### src/rtl/hazard_stall_unit_pkg.sv
// Shared register-file constants, tag payload type and small helpers for the hazard unit.
package hazard_stall_unit_pkg;

    localparam int unsigned REG_W = 5;
    localparam int unsigned TAG_W = 6;

    localparam logic [1:0]       JAL_CODE = 2'b10;
    localparam logic [REG_W-1:0] REG_RA   = 5'd31;
    localparam logic [REG_W-1:0] REG_ZERO = 5'd0;

    // One in-flight destination entry: valid bit plus destination register.
    typedef struct packed {
        logic             v;
        logic [REG_W-1:0] r;
    } tag_t;

    // Same destination remap the WB mux applies: jal links into $31.
    function automatic logic [REG_W-1:0] rd_remap(input logic [1:0] jal, input logic [REG_W-1:0] rd);
        return (jal == JAL_CODE) ? REG_RA : rd;
    endfunction

    // $0 is never a pending write.
    function automatic logic tag_live(input tag_t t);
        return t.v && (t.r != REG_ZERO);
    endfunction

endpackage

### src/rtl/hazard_stall_unit_if.sv
// ID-stage request/stall bundle between the pipeline control and the hazard unit.
interface hazard_stall_unit_if
    import hazard_stall_unit_pkg::*;
#(
    parameter int unsigned CNT_W = 32
) ();
    logic             id_valid;
    logic [REG_W-1:0] id_rs;
    logic [REG_W-1:0] id_rt;
    logic             id_use_rs;
    logic             id_use_rt;
    logic             id_we;
    logic [REG_W-1:0] id_rd;
    logic [1:0]       id_jal;
    logic             ex_flush;
    logic             stall;
    logic [CNT_W-1:0] stall_cnt;

    modport master (
        output id_valid, id_rs, id_rt, id_use_rs, id_use_rt, id_we, id_rd, id_jal, ex_flush,
        input  stall, stall_cnt
    );

    modport slave (
        input  id_valid, id_rs, id_rt, id_use_rs, id_use_rt, id_we, id_rd, id_jal, ex_flush,
        output stall, stall_cnt
    );
endinterface

### src/rtl/hazard_tag_pipe.sv
// In-flight destination tag shift register (tag[0]=EX .. tag[DEPTH-1]=WB) with EX flush and source compare.
module hazard_tag_pipe
    import hazard_stall_unit_pkg::*;
#(
    parameter int unsigned DEPTH     = 3,
    parameter bit          WB_BYPASS = 1'b1
) (
    input  logic             clk,
    input  logic             rst_n,
    input  tag_t             push_i,
    input  logic             flush_i,
    input  logic [REG_W-1:0] rs_i,
    input  logic [REG_W-1:0] rt_i,
    output logic             hit_rs_c,
    output logic             hit_rt_c,
    output logic [DEPTH-1:0] tag_v_o
);

    // With a write-first regfile the WB entry is already visible to ID reads.
    localparam int unsigned NCMP = WB_BYPASS ? DEPTH - 1 : DEPTH;

    tag_t tag_q [DEPTH];
    tag_t tag_d [DEPTH];

    // Next-state: shift down the pipe; a flush also kills the instruction leaving EX.
    always_comb begin
        tag_d[0] = push_i;
        for (int i = 1; i < int'(DEPTH); i++) begin
            tag_d[i] = tag_q[i-1];
        end
        if (flush_i) begin
            tag_d[1] = '0;
        end
    end

    // Tag storage, cleared asynchronously so a reset drops any pending stall at once.
    always_ff @(posedge clk or negedge rst_n) begin
        if (!rst_n) begin
            for (int i = 0; i < int'(DEPTH); i++) begin
                tag_q[i] <= '0;
            end
        end else begin
            for (int i = 0; i < int'(DEPTH); i++) begin
                tag_q[i] <= tag_d[i];
            end
        end
    end

    // Source compare against the live entries of the compare set.
    always_comb begin
        hit_rs_c = 1'b0;
        hit_rt_c = 1'b0;
        for (int i = 0; i < int'(NCMP); i++) begin
            if (tag_live(tag_q[i]) && (tag_q[i].r == rs_i)) hit_rs_c = 1'b1;
            if (tag_live(tag_q[i]) && (tag_q[i].r == rt_i)) hit_rt_c = 1'b1;
        end
    end

    // Valid bits exposed for observation.
    always_comb begin
        for (int i = 0; i < int'(DEPTH); i++) begin
            tag_v_o[i] = tag_q[i].v;
        end
    end

endmodule

### src/rtl/hazard_stall_unit.sv
// Read-after-write stall generator for the non-forwarding pipeline, with jal-aware destination tracking.
module hazard_stall_unit
    import hazard_stall_unit_pkg::*;
#(
    parameter int unsigned DEPTH     = 3,
    parameter bit          WB_BYPASS = 1'b1,
    parameter int unsigned CNT_W     = 32
) (
    input  logic                clk,
    input  logic                rst_n,
    hazard_stall_unit_if.slave  bus
);

    logic [REG_W-1:0] rd_eff;
    logic             pipe_hit_rs;
    logic             pipe_hit_rt;
    logic             hit_rs;
    logic             hit_rt;
    logic             stall_c;
    logic             issue;
    tag_t             push;
    logic [DEPTH-1:0] tag_v;
    logic [CNT_W-1:0] cnt_q;
    logic [CNT_W-1:0] cnt_d;

    hazard_tag_pipe #(
        .DEPTH     (DEPTH),
        .WB_BYPASS (WB_BYPASS)
    ) u_pipe (
        .clk      (clk),
        .rst_n    (rst_n),
        .push_i   (push),
        .flush_i  (bus.ex_flush),
        .rs_i     (bus.id_rs),
        .rt_i     (bus.id_rt),
        .hit_rs_c (pipe_hit_rs),
        .hit_rt_c (pipe_hit_rt),
        .tag_v_o  (tag_v)
    );

    // Stall decision and the tag pushed into EX (bubble unless the ID instruction really issues).
    always_comb begin
        rd_eff  = rd_remap(bus.id_jal, bus.id_rd);
        hit_rs  = bus.id_use_rs && (bus.id_rs != REG_ZERO) && pipe_hit_rs;
        hit_rt  = bus.id_use_rt && (bus.id_rt != REG_ZERO) && pipe_hit_rt;
        stall_c = !bus.ex_flush && bus.id_valid && (hit_rs || hit_rt);
        issue   = bus.id_valid && !stall_c && !bus.ex_flush;
        push    = '0;
        if (issue) begin
            push.v = bus.id_we && (rd_eff != REG_ZERO);
            push.r = rd_eff;
        end
    end

    // Saturating stalled-cycle counter next state.
    always_comb begin
        cnt_d = cnt_q;
        if (stall_c && (cnt_q != '1)) begin
            cnt_d = cnt_q + CNT_W'(1);
        end
    end

    // Stall statistics register.
    always_ff @(posedge clk or negedge rst_n) begin
        if (!rst_n) begin
            cnt_q <= '0;
        end else begin
            cnt_q <= cnt_d;
        end
    end

    assign bus.stall     = stall_c;
    assign bus.stall_cnt = cnt_q;

endmodule

### src/flat_wrapper.sv
// flat-port wrapper written by rule: the top's interface ports become plain ports
module hazard_stall_unit_flat import hazard_stall_unit_pkg::*;
#(
    parameter int unsigned DEPTH     = 3,
    parameter bit          WB_BYPASS = 1'b1,
    parameter int unsigned CNT_W     = 32
)
  (clk, rst_n, bus_id_valid, bus_id_rs, bus_id_rt, bus_id_use_rs, bus_id_use_rt, bus_id_we, bus_id_rd, bus_id_jal, bus_ex_flush, bus_stall, bus_stall_cnt);
  hazard_stall_unit_if #(.CNT_W(CNT_W)) bus_i ();
  input  logic clk;
  input  logic rst_n;
  input wire logic [$bits(bus_i.id_valid)-1:0] bus_id_valid;
  input wire logic [$bits(bus_i.id_rs)-1:0] bus_id_rs;
  input wire logic [$bits(bus_i.id_rt)-1:0] bus_id_rt;
  input wire logic [$bits(bus_i.id_use_rs)-1:0] bus_id_use_rs;
  input wire logic [$bits(bus_i.id_use_rt)-1:0] bus_id_use_rt;
  input wire logic [$bits(bus_i.id_we)-1:0] bus_id_we;
  input wire logic [$bits(bus_i.id_rd)-1:0] bus_id_rd;
  input wire logic [$bits(bus_i.id_jal)-1:0] bus_id_jal;
  input wire logic [$bits(bus_i.ex_flush)-1:0] bus_ex_flush;
  output wire logic [$bits(bus_i.stall)-1:0] bus_stall;
  output wire logic [$bits(bus_i.stall_cnt)-1:0] bus_stall_cnt;
  assign bus_i.id_valid = bus_id_valid;
  assign bus_i.id_rs = bus_id_rs;
  assign bus_i.id_rt = bus_id_rt;
  assign bus_i.id_use_rs = bus_id_use_rs;
  assign bus_i.id_use_rt = bus_id_use_rt;
  assign bus_i.id_we = bus_id_we;
  assign bus_i.id_rd = bus_id_rd;
  assign bus_i.id_jal = bus_id_jal;
  assign bus_i.ex_flush = bus_ex_flush;
  assign bus_stall = bus_i.stall;
  assign bus_stall_cnt = bus_i.stall_cnt;
  hazard_stall_unit #(.DEPTH(DEPTH), .WB_BYPASS(WB_BYPASS), .CNT_W(CNT_W)) u_core (.clk(clk), .rst_n(rst_n), .bus(bus_i));
endmodule
### config.mk
export PLATFORM = sky130hd
export DESIGN_NAME = hazard_stall_unit_flat
export DESIGN_NICKNAME = d
export VERILOG_FILES = /design/src/rtl/hazard_stall_unit_pkg.sv /design/src/rtl/hazard_stall_unit_if.sv /design/src/rtl/hazard_tag_pipe.sv /design/src/rtl/hazard_stall_unit.sv /design/src/flat_wrapper.sv
export SDC_FILE = /design/constraint.sdc
export NUM_CORES = 1
export LEC_CHECK = 0
export ABC_AREA = 0
export BUFFER_PORTS_ARGS = -buffer_cell sky130_fd_sc_hd__buf_2
export CAP_MARGIN = 15
export CORE_MARGIN = 1.5
export CORE_UTILIZATION = 45
export DETAILED_ROUTE_END_ITERATION = 10
export GPL_TIMING_DRIVEN = 0
export PLACE_DENSITY_LB_ADDON = 0.1
export SLEW_MARGIN = 0
export SYNTH_ARGS = -nofsm -noshare
export SYNTH_HDL_FRONTEND = slang
export SYNTH_SLANG_ARGS = --single-unit
### constraint.sdc
create_clock -name clk -period 6.25 [get_ports clk]
set_clock_uncertainty 0.15 [all_clocks]
set_input_delay 0.9375 -clock clk [delete_from_list [all_inputs] [get_ports clk]]
set_output_delay 0.9375 -clock clk [all_outputs]
set_load 0.01 [all_outputs]
==> results_dict.tcl <==
set metrics [dict create \
    rows 25 \
    pwr_density_cell_nw_per_um2 203 \
    ys_warn_count 0 \
    die_y_um 74.2 \
    hold_viol_final 0 \
    tritoncts "built" \
    endpoint "bus_stall" \
    synth_edf_count 0 \
    async_flop_share_pct 100 \
    outcome "finished clean" \
    seqPwrFrac_pct 51.8 \
    firstDrtPassIters 4 \
    holdWs_ns 0.345 \
    grt_max_degree 45 \
    synth_area_um2 2280 \
    clk_latency_ns 0.30 \
    clk_pin_slew_ns 0.09 \
    ios 57 \
    startpoint_type "input port" \
    h-tree-depth 2 \
    finalCritPeriodShare_pct 58.6 \
    cpMaxStageDelayCell "o32ai_2" \
    p_int_mw 0.445 \
    coreArea_um2 4820 \
    synth_seq_cells 44 \
    n_antenna_cell 0 \
    root_buffer "clkbuf_8" \
    worst_r2r_path_depth 7 \
    swShare_pct 21.0 \
    yosysUniqueCellTypes 35 \
    min_path_type "reg2reg" \
    numCtsBuffers 5 \
    grt_usage_pct 19.5 \
    grt_pass1_wl_mm 8.10 \
    layout-drive-gt1-share_pct 27.5 \
    vias 1804 \
    p_switching_mw 0.118 \
    ys_top_cells_by_count "44 x dfrtp_1, 41 x xnor2_1, 21 x nand4_1, 15 x nand3_1" \
    grt_pass1_vias 1642 \
    cp_max_fo 10 \
    power_frac_comb_pct 6.3 \
    routedWlPerCell_um 13.9 \
    critPathRequiredTime_ns 5.16 \
    regToRegSetupSlack_ns 3.75 \
    dieArea_um2 5510 \
    cp-end-kind "output port" \
    worst_path_largest_cell_delay_ns 0.39 \
    ant_nets 0 \
    overflow 0 \
    antenna_found_initial 0 \
    dp_hpwl_mm 3.59 \
    cp.arrival_ns 2.58 \
    max_slew_margin_pct 37.0 \
    worst_pin_slew_ns 0.945 \
    synth_area_leader_cell "dfrtp_1" \
    start_util_pct 47.4 \
    clockBufferDepth 2 \
    rr_startpoint "u_core.bus.stall_cnt[6]" \
    clkPwrFrac_pct 41.9 \
    wl_mm 4.82 \
    p_leak_nw 1.35 \
    vdd_drop_max_v 0.000119 \
    cts_sinks 44 \
    syn-num-nets 241 \
    hold_buffers 0 \
    max_clock_freq_ghz 0.273 \
    die_x_um 74.2 \
    synth-seq-area-share_pct 48.2 \
    nNetsFinal 304 \
    syn_inst 216 \
    rsz0062_at_grt "no" \
    layout_min_cycle_time_ns 3.66 \
    drt-initial-drc-count 80 \
    cp-startpoint "bus_id_rt[1]" \
    syn_to_final_growth_pct 21.5 \
    slew_violations 0 \
    setup_viol 0 \
    yosys-top-cells-area "dfrtp_1 48%, xnor2_1 16%, nand4_1 5.8%, and3_1 3.8%, nand3_1 3.3%" \
    maxCapViolCount 0 \
    cp_cell_sequence "buf_2 > xnor2_1 > nand3_1 > nor4_1 > nor2_1 > o32ai_2 > buf_2 > buf_2" \
    critPathKind "in2out" \
    synthFlopType "dfrtp_1" \
    ctsResizeCount 0 \
    place_congestion 0.862 \
    portBuffers 56 \
    avgViaCountPerCell 5.20 \
    cts_setup_buffers 0 \
    yosysMostFrequentCell "dfrtp_1" \
    synth_area_per_cell_um2 10.6 \
    r2r_end "u_core.bus.stall_cnt[1]" \
    synth_top_area_share_pct 48.2 \
    path_common_cell "buf_2" \
    tns_ns 0 \
    drc_errors 0 \
]
area by class of cell:
cell class | instances | area (um2)
sequential | 44 | 1100
buffer | 8 | 46.3
inverter | 2 | 7.51
timing repair buffer | 56 | 280
clock buffer | 7 | 96.3
multi-input combinational | 162 | 1130
clock inverter | 1 | 30.0
fill | 466 | 2040
tap | 67 | 83.8
placed cells by master (no fill, tap or decap):
| master | n |
|---|---|
| o21ai_1 | 2 |
| nor2b_1 | 7 |
| o21ai_0 | 2 |
| or2_1 | 1 |
| ha_1 | 1 |
| mux2_1 | 1 |
| and2_4 | 1 |
| bufinv_16 | 1 |
| nor4_4 | 1 |
| and2_0 | 1 |
| nand2_1 | 6 |
| and4_1 | 4 |
| inv_1 | 2 |
| and2_1 | 1 |
| o32ai_2 | 1 |
| and3_1 | 14 |
| or2_2 | 1 |
| buf_2 | 60 |
| xor2_1 | 8 |
| o22ai_1 | 1 |
| dfrtp_1 | 44 |
| clkbuf_8 | 7 |
| nand3_1 | 15 |
| buf_4 | 1 |
| nor2_1 | 14 |
| nand3_2 | 1 |
| buf_6 | 1 |
| nand2b_1 | 2 |
| clkbuf_1 | 2 |
| mux2_2 | 2 |
| xnor2_1 | 41 |
| nand4_1 | 21 |
| nor4_1 | 5 |
| a211oi_1 | 1 |
| or4_1 | 4 |
| nor3_1 | 2 |
| or3_1 | 1 |
state kept, by name (all words and copies together) (netlist names):
register               count
u_core.u_pipe.tag_v_o      2
u_core.u_pipe.tag_d        5
u_core.bus.stall_cnt      32
u_core.u_pipe.tag_q        5
worst min path at each step:
stage                                           to                      from  cells past startpoint  slack (ns)
after floorplan           u_core.u_pipe.tag_v_o[1]  u_core.u_pipe.tag_v_o[0]                      1        0.31
after global placement    u_core.bus.stall_cnt[26]  u_core.bus.stall_cnt[26]                      1        0.32
after detailed placement  u_core.bus.stall_cnt[26]  u_core.bus.stall_cnt[26]                      1        0.33
after CTS                 u_core.bus.stall_cnt[26]  u_core.bus.stall_cnt[26]                      1        0.34
after global routing      u_core.bus.stall_cnt[22]  u_core.bus.stall_cnt[22]                      1        0.38
final                     u_core.bus.stall_cnt[26]  u_core.bus.stall_cnt[26]                      1        0.34
metrics by stage:
| stage | setup WS, ns | cell area (um2) | instances | utilization (%) | power, mW |
|---|---|---|---|---|---|
| 6_report | 2.59 | 2770 | 347 | 57.6 | 0.564 |
| 5_1_grt | 2.45 | 2770 | 347 | 57.6 | 0.585 |
| 3_3_place_gp | 2.60 | 2650 | 339 | 55.0 | 0.333 |
| 4_1_cts | 2.59 | 2770 | 347 | 57.6 | 0.569 |
| 3_5_place_dp | 2.58 | 2650 | 339 | 55.0 | 0.334 |
| 2_1_floorplan | 3.14 | 2280 | 216 | - | 0.314 |
power by group through the flow:
stage	clock network, mW	logic (mW)	registers, mW
floorplan	0	0.0170	0.297
global placement	0	0.0360	0.297
detailed placement	0	0.0364	0.297
CTS	0.241	0.0365	0.292
global route	0.251	0.0410	0.292
finish	0.236	0.0358	0.292
critical path: cells and delay by family:
family | cells | cell delay (ns)
AND/OR/NAND/NOR | 3 | 0.48
buffers and inverters | 3 | 0.62
XOR/XNOR | 1 | 0.14
AO/OA/AOI/OAI | 1 | 0.39
cells by family after synthesis:
group,count (synthesis),synth area share [%]
compound gates,7,2.19
simple gates,102,26.4
fa+ha+maj,1,0.548
buf+inv,10,2.36
flops,44,48.2
mux,3,1.48
xor+xnor,49,18.8
layer usage:
metal / vias up / part of all wire, % / GRT usage [%]
met1: 863 / 50 / 30.0
met3: 5 / 4.3 / 4.07
met4: 0 / 0.79 / 6.67
li1: 894 / - / -
met2: 42 / 45 / 27.3
met5: - / 0 / 0
No activity file was read; power rests on OpenSTA's default activity.
